===== src/rtl/approx_mul_pkg.sv =====
`default_nettype none
// ============================================================================
// Module   : approx_mul_pkg
// Purpose  : Shared constants and helpers for the approximate multiplier:
//            bias constant, bounds-checked partial-product bit select and
//            parameter legality check.
// Revision : 1.0 - initial release
// ============================================================================
package approx_mul_pkg;

    // Widest operand vector the helpers accept (2W product must fit 64 bits)
    localparam int c_pp_max_w = 64;

    // Bit idx of v, or 0 when idx falls outside the w-bit operand
    function automatic logic pp_bit(input logic [c_pp_max_w-1:0] v,
                                    input int                    w,
                                    input int                    idx);
        if (idx < 0 || idx >= w) begin
            return 1'b0;
        end
        return v[idx[5:0]];
    endfunction

    // Bias added to approximate results: (L/2) << (T-1), zero when T is 0
    function automatic logic [63:0] comp_value(input int l, input int t);
        logic [63:0] r_half;
        if (t == 0) begin
            return 64'd0;
        end
        r_half = 64'(l / 2);
        return r_half << (t - 1);
    endfunction

    // Legal parameter combinations for approx_mul_pipe
    function automatic bit params_ok(input int w, input int l, input int t,
                                     input int cnt_w);
        return (w >= 4) && (w <= c_pp_max_w / 2) &&
               (l >= 0) && (l < w) && ((l % 2) == 0) &&
               (t >= 0) && (t < 2 * w) && (cnt_w >= 1);
    endfunction

endpackage
`default_nettype wire


===== src/rtl/approx_pp_compress.sv =====
`default_nettype none
// ============================================================================
// Module   : approx_pp_compress
// Purpose  : Combinational partial-product generation and carry-save
//            reduction. Upper rows are exact; in approximate mode the low L
//            rows are pair-compressed (OR at column T, drop columns below T).
// Revision : 1.0 - initial release
// ============================================================================
module approx_pp_compress
    import approx_mul_pkg::*;
#(
    parameter int W = 8,
    parameter int L = 6,
    parameter int T = 7
) (
    input  logic [W-1:0]   x,
    input  logic [W-1:0]   y,
    input  logic           approx,
    output logic [2*W-1:0] sum,
    output logic [2*W-1:0] carry
);

    localparam int c_pw = 2 * W;

    logic [c_pp_max_w-1:0] w_y_ext;
    logic [c_pw-1:0]       w_rows [W];
    logic [c_pw-1:0]       w_ops  [W];
    logic [c_pw-1:0]       w_keep_mask;
    logic [c_pw-1:0]       w_s;
    logic [c_pw-1:0]       w_c;
    logic [c_pw-1:0]       w_t;

    assign w_y_ext = c_pp_max_w'(y);

    // Exact partial-product matrix: row i holds x[i] & y shifted to column i
    always_comb begin
        for (int i = 0; i < W; i++) begin
            for (int c = 0; c < c_pw; c++) begin
                w_rows[i][c] = x[i] & pp_bit(w_y_ext, W, c - i);
            end
        end
    end

    // Columns strictly above T survive the lossy pair rule unchanged
    always_comb begin
        for (int c = 0; c < c_pw; c++) begin
            w_keep_mask[c] = (c > T);
        end
    end

    // Operand selection: a row pair keeps a and b above T, ORs them at T
    always_comb begin
        for (int i = 0; i < W; i++) begin
            w_ops[i] = w_rows[i];
        end
        if (approx) begin
            for (int k = 0; k < L / 2; k++) begin
                w_ops[2*k]    = w_rows[2*k] & w_keep_mask;
                w_ops[2*k][T] = w_rows[2*k][T] | w_rows[2*k+1][T];
                w_ops[2*k+1]  = w_rows[2*k+1] & w_keep_mask;
            end
        end
    end

    // Carry-save chain folding every operand row into sum/carry vectors
    always_comb begin
        w_s = '0;
        w_c = '0;
        w_t = '0;
        for (int i = 0; i < W; i++) begin
            w_t = w_s ^ w_c ^ w_ops[i];
            w_c = ((w_s & w_c) | (w_s & w_ops[i]) | (w_c & w_ops[i])) << 1;
            w_s = w_t;
        end
    end

    assign sum   = w_s;
    assign carry = w_c;

endmodule
`default_nettype wire


===== src/rtl/approx_mul_pipe.sv =====
`default_nettype none
// ============================================================================
// Module   : approx_mul_pipe
// Purpose  : 3-stage pipelined approximate/exact unsigned multiplier with
//            valid/ready handshake and saturating approximate-result counter.
//            Optional macro APPROX_MUL_COMP_EN adds a saturating bias
//            constant to approximate-mode results.
// Revision : 1.0 - initial release
// ============================================================================
module approx_mul_pipe
    import approx_mul_pkg::*;
#(
    parameter int W     = 8,
    parameter int L     = 6,
    parameter int T     = 7,
    parameter int CNT_W = 32
) (
    input  logic             clk,
    input  logic             rst,
    input  logic             in_valid,
    output logic             in_ready,
    input  logic [W-1:0]     in_x,
    input  logic [W-1:0]     in_y,
    input  logic             in_approx,
    output logic             out_valid,
    input  logic             out_ready,
    output logic [2*W-1:0]   out_z,
    output logic             out_approx,
    output logic [CNT_W-1:0] approx_cnt
);

    if (!params_ok(W, L, T, CNT_W)) begin : g_bad_params
        $error("approx_mul_pipe: illegal parameters W=%0d L=%0d T=%0d CNT_W=%0d",
               W, L, T, CNT_W);
    end

    // Stage registers
    logic             r_v1;
    logic [W-1:0]     r_x1;
    logic [W-1:0]     r_y1;
    logic             r_m1;
    logic             r_v2;
    logic [2*W-1:0]   r_s2;
    logic [2*W-1:0]   r_c2;
    logic             r_m2;
    logic             r_v3;
    logic [2*W-1:0]   r_z3;
    logic             r_m3;
    logic [CNT_W-1:0] r_cnt;

    logic             w_adv1;
    logic             w_adv2;
    logic             w_adv3;
    logic [2*W-1:0]   w_pp_sum;
    logic [2*W-1:0]   w_pp_carry;
    logic [2*W-1:0]   w_cpa;
    logic [2*W-1:0]   w_final;

    // Back-pressure chain: a stage moves when its successor is empty or moving
    assign w_adv3   = out_ready;
    assign w_adv2   = !r_v3 | w_adv3;
    assign w_adv1   = !r_v2 | w_adv2;
    assign in_ready = !r_v1 | w_adv1;

    approx_pp_compress #(
        .W (W),
        .L (L),
        .T (T)
    ) u_compress (
        .x      (r_x1),
        .y      (r_y1),
        .approx (r_m1),
        .sum    (w_pp_sum),
        .carry  (w_pp_carry)
    );

    assign w_cpa = r_s2 + r_c2;

`ifdef APPROX_MUL_COMP_EN
    localparam logic [2*W-1:0] c_comp = (2*W)'(comp_value(L, T));
    logic [2*W:0] w_biased;

    // Bias approximate results, clamping to all-ones on overflow
    always_comb begin
        w_biased = {1'b0, w_cpa} + {1'b0, c_comp};
        w_final  = w_cpa;
        if (r_m2) begin
            w_final = w_biased[2*W] ? '1 : w_biased[2*W-1:0];
        end
    end
`else
    assign w_final = w_cpa;
`endif

    // S1: capture operands and mode on acceptance
    always_ff @(posedge clk) begin
        if (rst) begin
            r_v1 <= 1'b0;
            r_x1 <= '0;
            r_y1 <= '0;
            r_m1 <= 1'b0;
        end else if (in_ready) begin
            r_v1 <= in_valid;
            if (in_valid) begin
                r_x1 <= in_x;
                r_y1 <= in_y;
                r_m1 <= in_approx;
            end
        end
    end

    // S2: register carry-save sum and carry vectors
    always_ff @(posedge clk) begin
        if (rst) begin
            r_v2 <= 1'b0;
            r_s2 <= '0;
            r_c2 <= '0;
            r_m2 <= 1'b0;
        end else if (w_adv1) begin
            r_v2 <= r_v1;
            if (r_v1) begin
                r_s2 <= w_pp_sum;
                r_c2 <= w_pp_carry;
                r_m2 <= r_m1;
            end
        end
    end

    // S3: register the carry-propagate result; holds while stalled
    always_ff @(posedge clk) begin
        if (rst) begin
            r_v3 <= 1'b0;
            r_z3 <= '0;
            r_m3 <= 1'b0;
        end else if (w_adv2) begin
            r_v3 <= r_v2;
            if (r_v2) begin
                r_z3 <= w_final;
                r_m3 <= r_m2;
            end
        end
    end

    // Saturating count of delivered approximate results
    always_ff @(posedge clk) begin
        if (rst) begin
            r_cnt <= '0;
        end else if (r_v3 && out_ready && r_m3 && !(&r_cnt)) begin
            r_cnt <= r_cnt + CNT_W'(1);
        end
    end

    assign out_valid  = r_v3;
    assign out_z      = r_z3;
    assign out_approx = r_m3;
    assign approx_cnt = r_cnt;

endmodule
`default_nettype wire

===== config.mk =====
export PLATFORM = sky130hd
export DESIGN_NAME = approx_mul_pipe
export DESIGN_NICKNAME = d
export VERILOG_FILES = /design/src/rtl/approx_mul_pkg.sv /design/src/rtl/approx_pp_compress.sv /design/src/rtl/approx_mul_pipe.sv
export SDC_FILE = /design/constraint.sdc
export NUM_CORES = 1
export LEC_CHECK = 0
export ABC_CLOCK_PERIOD_IN_PS = 10900
export CAP_MARGIN = 5
export CORE_MARGIN = 4
export CORE_UTILIZATION = 30
export CTS_CLUSTER_DIAMETER = 30
export CTS_CLUSTER_SIZE = 25
export DETAILED_ROUTE_END_ITERATION = 8
export SETUP_SLACK_MARGIN = 0.15
export SKIP_LAST_GASP = 1
export SLEW_MARGIN = 10
export SYNTH_ARGS = -nofsm -noshare
export SYNTH_HDL_FRONTEND = slang
export SYNTH_SLANG_ARGS = --single-unit
export TNS_END_PERCENT = 5

===== constraint.sdc =====
create_clock -name clk -period 10.9 [get_ports clk]
set_input_delay 1.635 -clock clk [delete_from_list [all_inputs] [get_ports clk]]
set_output_delay 1.635 -clock clk [all_outputs]
set_load 0.03 [all_outputs]

==> qor.txt, run 1 <==
Num CTS Buffers: 9
CTS clock-pin slew for the worst setup and hold paths: 0.07 ns
Syn. warnings: 0
Overall Global Routing Usage: 12.5%
Cell Rows: 48
Kind of critical path: in2out
Iter 0 DRT Violations: 234
Hold Fails Final Rpt: 0
Area of the multi-input gates: 3270 um^2
Grt total ovfl: 0
Clock Power Share: 44.2%
H-tree depth: 3
Highest clock rate: 209 MHz
Clock skew: 0.0123 ns
Met2 WL: 5330 um
Overall power: 0.720 mW
Top FF cell, synth: dfxtp_1
Worst-Skew Late Latency: 0.35 ns
Register area share after synthesis: 34.0%
Element type at the critical path end: output port
Initial Util: 31.0%
CP peak stage delay: 0.67 ns
Cell area after synthesis: 5410 um^2
Max Slew Vio Count: 0
CTS Hold Bufs: 0
Die ar.: 20300 um^2
Routed length per placed instance: 13.1 um
Yosys reg bits: 92
RSZ-0062 raised after global routing: no
Top Layer Used: met4
Switching power: 0.178 mW
Internal Power: 0.542 mW
Root buffer cell: clkbuf_16
CP Max Fanout: 4
Worst path required time: 9.27 ns
Min cycle time layout: 4.79 ns
Top-area cell type share of the netlist area: 34.0%
Post_cts resized: 0
EDFF count, synth: 0
Antenna diodes: 0
Final period util: 43.9%
Area Growth Syn to Fin: 21.7%
Hold/Removal Path Class: reg2reg
Async set-or-reset flop fraction in the synthesized netlist: 0%
DRC viols: 0
Max_cap viols: 0
Maximum VDD drop: 0.0731 mV
Via density: 4.77
CP Cell Sequence: clkdlybuf4s50_1 > and3b_1 > nand2_1 > clkdlybuf4s50_1
Vias in the first global route: 4266
Antenna violations before repair: 0
Final std cells w/o fill: 924
First-pass DRT Iterations: 4
I/O pin total: 72
Final WS setup: 6.11 ns
Worst Tran Pin Value: 0.957 ns
Port Buffers: 71
Routability-driven placement congestion ratio: 0.792
Largest net degree at the start of global routing: 95
Syn Area/Cell: 8.38 um^2
Most frequent cells in the layout: nand2_1 (144), dfxtp_1 (92), clkdlybuf4s50_1 (70)
CP Launch Type: input pin
Commonest non-fill, non-tap cell in the layout: nand2_1
Routed WL: 12100 um
Sequential cell area: 1840 um^2
Die Ht: 142 um
Pre-CTS setup slack: 6.10 ns
Final TNS setup: 0 ns
Syn_nets: 725
Antenna-violating nets left: 0
Slowest CP cell: clkdlybuf4s50_1
Fillcell total: 1770
Pwr Density: 109 nW/um^2
Post-Route M1 WL: 6070 um
Sequential Power Share: 48.9%
Net Sw Frac: 24.8%
Nets: 773
Status: completed
TritonCTS clock tree: built
Synth area leaders: dfxtp_1 (34%), fa_1 (16%), nand2_1 (10%)
Share of layout cells above drive strength 1: 4.43%
Overall die width: 142 um
Post-DP HPWL: 9010 um
Cells after Synth: 646
Leakage dissipation: 2.24 nW
CTS max path bufs: 2
Unique masters post-synth: 48
Max-slew headroom at the worst pin: 35.6%
Yosys top cell by area: dfxtp_1
Routed vias: 4406
Comb pwr share: 6.9%
DR WL met3: 452 um
Critical path's most frequent cell: clkdlybuf4s50_1
Post-layout util: 37.7%
Core area: 17500 um^2
Final setup violation count: 0
First-pass GRT wire length: 21000 um
Inst Count DP: 908
Post-CTS setup buffer count: 0
Worst EP arrival: 3.15 ns
Num Clock Sinks: 92
==> stage by stage <==
| step | cell area (um^2) | hold slack (ns) |
|---|---|---|
| after detailed placement | 6290 | 0.444 |
| after floorplan | 5410 | 0.432 |
| after global routing | 6590 | 0.467 |
| after CTS | 6590 | 0.453 |
| after global placement | 6290 | 0.440 |
| final | 6590 | 0.452 |
==> critical path, delay by kind of cell <==
| family | cells | cell delay [ns] |
|---|---|---|
| buffers and inverters | 2 | 1.18 |
| and+or+nand+nor | 2 | 0.34 |
==> sequential cells by signal (all words and copies together), names as in the netlist <==
name / cells
out_valid: 1
out_z: 16
r_s2: 15
approx_cnt: 32
out_approx: 1
r_c2: 7
r_m2: 1
r_y1: 8
r_v2: 1
r_v1: 1
r_x1: 8
r_m1: 1
==> cell usage after synthesis (2+ instances only) <==
cell type and instances:
and4_1 4, buf_1 2, nor4_1 5, nand4_1 10
a32oi_1 2, xnor2_1 18, o2111ai_1 2, nor2b_1 10
a31oi_1 2, a211oi_1 15, nand2b_1 2, and2_1 30
and3_1 2, or3_1 5, inv_1 43, buf_2 3
ha_1 15, or4_1 4, o21a_1 2, nand2_1 144
nor2_1 41, o21ai_0 7, xor2_1 4, a21o_1 3
a21oi_1 60, clkbuf_1 33, o211ai_1 4, nand3_1 15
nor3_1 4, fa_1 43, nor4b_1 2, dfxtp_1 92
a2111oi_2 3
==> layout make-up <==
| cell class | instances | share of cell area (%) |
|---|---|---|
| Clock inverter | 7 | 1.12 |
| Tap cell | 225 | 4.27 |
| Multi-Input combinational cell | 473 | 49.6 |
| Timing Repair Buffer | 75 | 11.2 |
| Inverter | 43 | 2.45 |
| Clock buffer | 9 | 3.42 |
| Sequential cell | 92 | 28.0 |
==> power by group through the flow <==
stage	registers, mW	logic [mW]	clock network [mW]
6_report	0.352	0.0496	0.319
5_1_grt	0.354	0.0579	0.343
4_1_cts	0.352	0.0510	0.330
3_5_place_dp	0.360	0.0508	0
3_3_place_gp	0.360	0.0503	0
2_1_floorplan	0.355	0.0370	0
==> routing by layer <==
metal  global-route usage (%)  up-vias
met5                        0        -
met2                     19.3       72
met4                     4.45        0
met3                     2.18       16
li1                         -     2235
met1                     17.7     2083
==> kinds of logic (layout without fill, tap and decap cells) <==
family / count (synthesis) / in the layout / share of synthesized area (%)
AO/OA/AOI/OAI: 108 / 108 / 12.5
flip-flops: 92 / 92 / 34.0
multiplexers: 2 / 2 / 0.393
XOR/XNOR: 22 / 22 / 3.56
adder cells (fa/ha/maj): 58 / 58 / 19.4
buffers and inverters: 81 / 134 / 5.69
AND/OR/NAND/NOR: 283 / 283 / 24.5
==> worst paths after layout <==
path / from / to / slack [ns] / cells past startpoint
max: out_ready / in_ready / 6.11 / 4
min: out_z[11]$_SDFFE_PP0P_ / out_z[11]$_SDFFE_PP0P_ / 0.45 / 2
max reg2reg: r_m1$_SDFFE_PP0P_ / r_s2[7]$_SDFFE_PP0P_ / 6.17 / 15
min reg2reg: out_z[11]$_SDFFE_PP0P_ / out_z[11]$_SDFFE_PP0P_ / 0.45 / 2
(Power assumes the default switching activity.)
==> inputs of run 2 (changes only) <==
--- a/config.mk
+++ b/config.mk
@@ -5,7 +5,7 @@
 export SDC_FILE = /design/constraint.sdc
 export NUM_CORES = 1
 export LEC_CHECK = 0
-export ABC_CLOCK_PERIOD_IN_PS = 10900
+export ABC_CLOCK_PERIOD_IN_PS = 4050
 export CAP_MARGIN = 5
 export CORE_MARGIN = 4
 export CORE_UTILIZATION = 30
==> constraint.sdc (replaced) <==
create_clock -name clk -period 4.05 [get_ports clk]
set_input_delay 0.6075 -clock clk [delete_from_list [all_inputs] [get_ports clk]]
set_output_delay 0.6075 -clock clk [all_outputs]
set_load 0.03 [all_outputs]
==> run 2 against run 1 <==
  * Clock skew shrank 0.0017 ns
  * Clock-buffer cell count grew 2
  * Hold slack is essentially flat
  * Core utilization grew 1.1 points
  * Critical path depth grew 9
  * Routed wire length grew 2.3%
  * Total power grew to 2.8 times the previous value
  * The flow now finishes with violations (negative setup slack)
  * Largest power group unchanged
==> qor.txt, run 2 (same netlist as run 1, synthesis figures left out) <==
Worst Tran Pin Value: 0.985 ns (+0.0278 ns)
Failing checks: negative setup slack
CP Max Fanout: 5 (+1)
Leakage dissipation: 2.34 nW (+4.2%)
Reg2Reg Launch Point: r_x1[1]$_SDFFE_PP0P_
Final TNS setup: -0.471 ns (-0.471 ns)
Via density: 4.72 (-1.1%)
CP Cell Sequence: nor2b_4 > and2_1 > ha_1 > inv_1 > fa_1 > fa_2 > fa_2 > fa_1 > fa_1 > inv_1 > fa_1 > nand2_1 > a21oi_1
Element type at the critical path end: flop
Hold path endpoint: out_z[11]$_SDFFE_PP0P_
First-pass DRT Iterations: 4 (unchanged)
Routability-driven placement congestion ratio: 0.838 (+5.8%)
Slack of the worst reg-to-reg path: -0.13 ns (-6.30 ns)
Worst-Skew Late Latency: 0.35 ns (about the same)
Post-DP HPWL: 9520 um (+5.7%)
Antenna-violating nets left: 0 (unchanged)
Area Growth Syn to Fin: 25.2%
CP peak stage delay: 0.56 ns (-0.11 ns)
CP Launch Type: flop
Min cycle time layout: 4.18 ns
CTS Hold Bufs: 0 (unchanged)
Initial Util: 31.0% (unchanged)
Maximum VDD drop: 0.199 mV (+170%)
Hold/Removal Path Class: reg2reg
Die ar.: 20300 um^2 (unchanged)
Num CTS Buffers: 9 (unchanged)
I/O pin total: 72 (unchanged)
Share of layout cells above drive strength 1: 8.67% (+4.2 points)
Antenna violations before repair: 0 (unchanged)
Largest net degree at the start of global routing: 54 (-43%)
Iter 0 DRT Violations: 260 (+11%)
H-tree depth: 3 (unchanged)
Critical path's most frequent cell: fa_1
CTS clock-pin slew for the worst setup and hold paths: 0.07 ns (about the same)
Final setup violation count: 7 (+7)
Overall die width: 142 um (unchanged)
TritonCTS clock tree: built
CP delay by family, top: adder cells
Routed vias: 4435 (+0.66%)
Overall power: 2.02 mW (+180%)
Pwr Density: 298 nW/um^2 (+170%)
Clock skew: 0.0106 ns (-0.00169 ns)
Overall Global Routing Usage: 12.8% (+0.25 points)
Antenna diodes: 0 (unchanged)
Comb pwr share: 7.8% (+0.9 points)
Root buffer cell: clkbuf_16
Hold path depth: 2 (unchanged)
Max reg flops: 32 (unchanged)
Min-delay src: out_z[11]$_SDFFE_PP0P_
Worst EP arrival: 4.45 ns (+1.30 ns)
CP bufs+invs: 2 (unchanged)
Post-layout util: 38.8% (+1.1 points)
First-pass GRT wire length: 21400 um (+1.8%)
Sequential Power Share: 46.5% (-2.4 points)
Die Ht: 142 um (unchanged)
RSZ-0062 raised after global routing: yes
Inst Count DP: 924 (+1.8%)
Core area: 17500 um^2 (unchanged)
Max_cap viols: 0 (unchanged)
Port Buffers: 71 (unchanged)
DRC viols: 0 (unchanged)
Most frequent cells in the layout: nand2_1 (144), dfxtp_1 (89), clkdlybuf4s50_1 (70)
Internal Power: 1.55 mW (+190%)
CTS max path bufs: 2 (unchanged)
R2R Path End: r_s2[7]$_SDFFE_PP0P_
Worst path required time: 4.32 ns (-4.95 ns)
Max Slew Vio Count: 0 (unchanged)
Clock Power Share: 45.7% (+1.5 points)
Final period util: 103%
Final std cells w/o fill: 940 (+1.7%)
Hold Fails Final Rpt: 0 (unchanged)
WHS: 0.452 ns (+0.000218 ns)
Grt total ovfl: 0 (unchanged)
Num Clock Sinks: 92 (unchanged)
Net Sw Frac: 23.4% (-1.4 points)
Commonest non-fill, non-tap cell in the layout: nand2_1
Max-slew headroom at the worst pin: 33.8% (-1.9 points)
Routed length per placed instance: 13.1 um (+0.52%)
Slowest CP cell: fa_2
Nets: 789 (+2.1%)
Final WS setup: -0.130 ns (-6.24 ns)
Switching power: 0.472 mW (+160%)
Status: finished, violations left
Vias in the first global route: 4319 (+1.2%)
Routed WL: 12400 um (+2.3%)
Highest clock rate: 239 MHz
Cell Rows: 48 (unchanged)
Reg2Reg Depth: 13 (-2)
Kind of critical path: reg2reg
-- run 2: worst max path at each step --
stage | start | end | depth (start not counted)
after floorplan | r_m1$_SDFFE_PP0P_ | r_s2[7]$_SDFFE_PP0P_ | 13
after global placement | r_m1$_SDFFE_PP0P_ | r_s2[7]$_SDFFE_PP0P_ | 15
after detailed placement | r_m1$_SDFFE_PP0P_ | r_s2[7]$_SDFFE_PP0P_ | 15
after CTS | r_x1[1]$_SDFFE_PP0P_ | r_s2[7]$_SDFFE_PP0P_ | 15
after global routing | r_x1[1]$_SDFFE_PP0P_ | r_s2[9]$_SDFFE_PP0P_ | 13
final | r_x1[1]$_SDFFE_PP0P_ | r_s2[7]$_SDFFE_PP0P_ | 13
-- run 2: layer usage --
metal  vias up  routed length [um]  track usage, %
met5         -                   0               0
met4         0                 204            3.90
met3        13                 550            2.82
met2        83                5280            19.0
met1      2072                6320            18.5
li1       2267                   -               -
-- run 2: tightest hold or removal path, delay by kind of cell (launching register included) --
kind,cells,cell delay (ns)
AO/OA/AOI/OAI,1,0.05
flip-flops,1,0.31
AND/OR/NAND/NOR,1,0.05
-- run 2: area by class of cell --
class / count / area (um^2)
Timing Repair Buffer: 91 / 856
Clock buffer: 11 / 243
Clock inverter: 5 / 83.8
Tap cell: 225 / 282
Sequential cell: 92 / 1850
Fill cell: 1778 / 10700
Inverter: 43 / 161
Multi-Input combinational cell: 473 / 3300
-- run 2: through the flow --
stage / worst slack (ns) / area (um^2)
2_1_floorplan: -0.0724 / 5440
3_3_place_gp: -0.151 / 6430
3_5_place_dp: -0.176 / 6430
4_1_cts: -0.142 / 6770
5_1_grt: -0.286 / 6770
6_report: -0.130 / 6770
-- run 2: power groups by stage --
stage	clock network (mW)	logic, mW	registers (mW)
after floorplan	0	0.100	0.955
after global placement	0	0.157	0.960
after detailed placement	0	0.160	0.960
after CTS	0.953	0.162	0.940
after global routing	0.986	0.181	0.942
final	0.924	0.158	0.940
-- run 2: repair_timing --
action                                  CTS  global route
buffers inserted                          0             0
endpoints found under the setup margin   11            14
gates resized for setup                   9             2
pin swaps                                 9             1
==> inputs of run 3 (changes only) <==
--- a/config.mk
+++ b/config.mk
@@ -12,6 +12,7 @@
 export CTS_CLUSTER_DIAMETER = 30
 export CTS_CLUSTER_SIZE = 25
 export DETAILED_ROUTE_END_ITERATION = 8
+export REMOVE_ABC_BUFFERS = 1
 export SETUP_SLACK_MARGIN = 0.15
 export SKIP_LAST_GASP = 1
 export SLEW_MARGIN = 10
==> run 3 against run 2 <==
  * Total power down 3.0%
  * Flip-flop and latch count unchanged
  * Hold slack better by 0.0027 ns
  * Largest cell class unchanged
  * Non-clock buffer count unchanged
  * Setup slack gained 0.011 ns
  * The flow still finishes with violations (negative setup slack)
  * Critical path depth did not move
  * Die area stayed put
  * Global-route usage is 0.14 points higher
  * Sequential share of layout area is 0.098 points higher
  * Register-to-register slack about the same
  * Core utilization decreased by 0.086 points
==> qor.txt, run 3 (same netlist as run 1, synthesis figures left out) <==
RSZ-0062 raised after global routing: yes
Cell Rows: 48 (unchanged)
Overall Global Routing Usage: 12.9% (+0.14 points)
Antenna-violating nets left: 0 (unchanged)
Sequential cell area: 1850 um^2 (+0.14%)
Hold Fails Final Rpt: 0 (unchanged)
Iter 0 DRT Violations: 190 (-27%)
Final WS setup: -0.118 ns (+0.0113 ns)
Max-slew headroom at the worst pin: 40.1% (+6.3 points)
Antenna violations before repair: 0 (unchanged)
Min cycle time layout: 4.17 ns (-0.0113 ns)
Routed length per placed instance: 13.0 um (-0.86%)
Status: finished, violations left
Pwr Density: 290 nW/um^2 (-2.8%)
Antenna diodes: 0 (unchanged)
TritonCTS clock tree: built
Area of the multi-input gates: 3300 um^2 (-0.15%)
H-tree depth: 3 (unchanged)
First-pass DRT Iterations: 4 (unchanged)
Pre-CTS setup slack: -0.392 ns (-0.216 ns)
CP Max Fanout: 5 (unchanged)
Max Slew Vio Count: 0 (unchanged)
Via density: 4.74 (+0.49%)
Die Ht: 142 um (unchanged)
Initial Util: 31.0% (unchanged)
CTS clock-pin slew for the worst setup and hold paths: 0.06 ns (about the same)
Post-DP HPWL: 9080 um (-4.6%)
Commonest non-fill, non-tap cell in the layout: nand2_1
Hold/Removal Path Class: reg2reg
Maximum VDD drop: 0.176 mV (-11%)
WHS: 0.455 ns (+0.00270 ns)
Worst path required time: 4.33 ns (about the same)
Failing checks: negative setup slack
Share of layout cells above drive strength 1: 8.40% (-0.27 points)
Routed vias: 4452 (+0.38%)
CP Launch Type: flop
Port Buffers: 71 (unchanged)
Largest net degree at the start of global routing: 64 (+19%)
Num CTS Buffers: 9 (unchanged)
Area Growth Syn to Fin: 24.9%
CTS Hold Bufs: 0 (unchanged)
Element type at the critical path end: flop
Core area: 17500 um^2 (unchanged)
Max reg flops: 32 (unchanged)
Max_cap viols: 0 (unchanged)
Routability-driven placement congestion ratio: 0.804 (-4.0%)
Fillcell total: 1818 (+2.2%)
Final period util: 103% (-0.28 points)
I/O pin total: 72 (unchanged)
Worst Tran Pin Value: 0.891 ns (-0.0938 ns)
Root buffer cell: clkbuf_16
Grt total ovfl: 0 (unchanged)
Clock skew: 0.00674 ns (-0.00389 ns)
CTS max path bufs: 2 (unchanged)
Overall die width: 142 um (unchanged)
Leakage dissipation: 2.34 nW (about the same)
Num Clock Sinks: 92 (unchanged)
Most frequent cells in the layout: nand2_1 (144), dfxtp_1 (89), clkdlybuf4s50_1 (70)
Kind of critical path: reg2reg
Worst EP arrival: 4.44 ns (about the same)
Worst-Skew Late Latency: 0.35 ns (about the same)
Final TNS setup: -0.321 ns (+0.150 ns)
DRC viols: 0 (unchanged)
First-pass GRT wire length: 21400 um (+0.26%)
Highest clock rate: 240 MHz (+0.27%)
Vias in the first global route: 4487 (+3.9%)
Final setup violation count: 5 (-2)
Nets: 789 (unchanged)
Routed WL: 12200 um (-0.96%)
Die ar.: 20300 um^2 (unchanged)
## run 3: cell count changes in the layout (fill, tap and decap cells not counted), sizes merged
cell | before | now
clkinvlp | 2 | 0
inv | 44 | 43
bufinv | 2 | 1
clkinv | 0 | 3
## run 3: path summary, 6_finish.rpt
kind	from	to	slack (ns)	cells after the start
max	r_m1$_SDFFE_PP0P_	r_s2[8]$_SDFFE_PP0P_	-0.12	13
min	out_z[5]$_SDFFE_PP0P_	out_z[5]$_SDFFE_PP0P_	0.46	2
max reg2reg	r_m1$_SDFFE_PP0P_	r_s2[8]$_SDFFE_PP0P_	-0.12	13
min reg2reg	out_z[5]$_SDFFE_PP0P_	out_z[5]$_SDFFE_PP0P_	0.46	2
## run 3: stage by stage
step / cells / power, mW / cell area (um^2) / util (%)
after detailed placement: 924 / 1.12 / 6420 / 36.7
after CTS: 939 / 2.00 / 6760 / 38.7
after global routing: 939 / 2.06 / 6760 / 38.7
final: 939 / 1.96 / 6760 / 38.7
after floorplan: 608 / 1.04 / 5270 / -
after global placement: 924 / 1.12 / 6420 / 36.7
## run 3: critical path: stages, from the launching register on
cell and delay [ns]:
dfxtp_4 0.37, nor2b_4 0.12, and2_1 0.13, ha_1 0.15, inv_1 0.06, fa_1 0.52
fa_1 0.45, fa_1 0.57, fa_1 0.45, fa_1 0.54, inv_1 0.05, fa_1 0.52
nand2_1 0.05, a21oi_1 0.11
## run 3: timing repair
| action | in CTS | in global routing |
|---|---|---|
| setup endpoints to repair | 12 | 13 |
| setup buffers | 0 | 0 |
| resized for setup | 16 | 1 |
| hold endpoints to repair | 0 | 0 |
| pin swaps | 16 | 4 |
## run 3: routing by layer
| metal | vias up | GRT usage [%] | wire length (um) |
|---|---|---|---|
| li1 | 2253 | - | - |
| met2 | 80 | 20.0 | 5380 |
| met1 | 2101 | 17.2 | 5940 |
| met4 | 0 | 5.30 | 288 |
| met5 | - | 0 | 0 |
| met3 | 18 | 3.19 | 623 |
## run 3: layout make-up
type | count | area share, %
Clock inverter | 4 | 0.722
Clock buffer | 11 | 3.74
Sequential cell | 92 | 27.3
Timing Repair Buffer | 91 | 12.8
Inverter | 43 | 2.39
Tap cell | 225 | 4.17
Multi-Input combinational cell | 473 | 48.8
## run 3: where the power goes
part           total, mW  leakage [nW]  internal (mW)  switching, mW
Combinational      0.159          1.44         0.0675         0.0910
Clock              0.864         0.151          0.508          0.356
Sequential         0.938         0.747          0.922         0.0157
Total               1.96          2.34           1.50          0.463
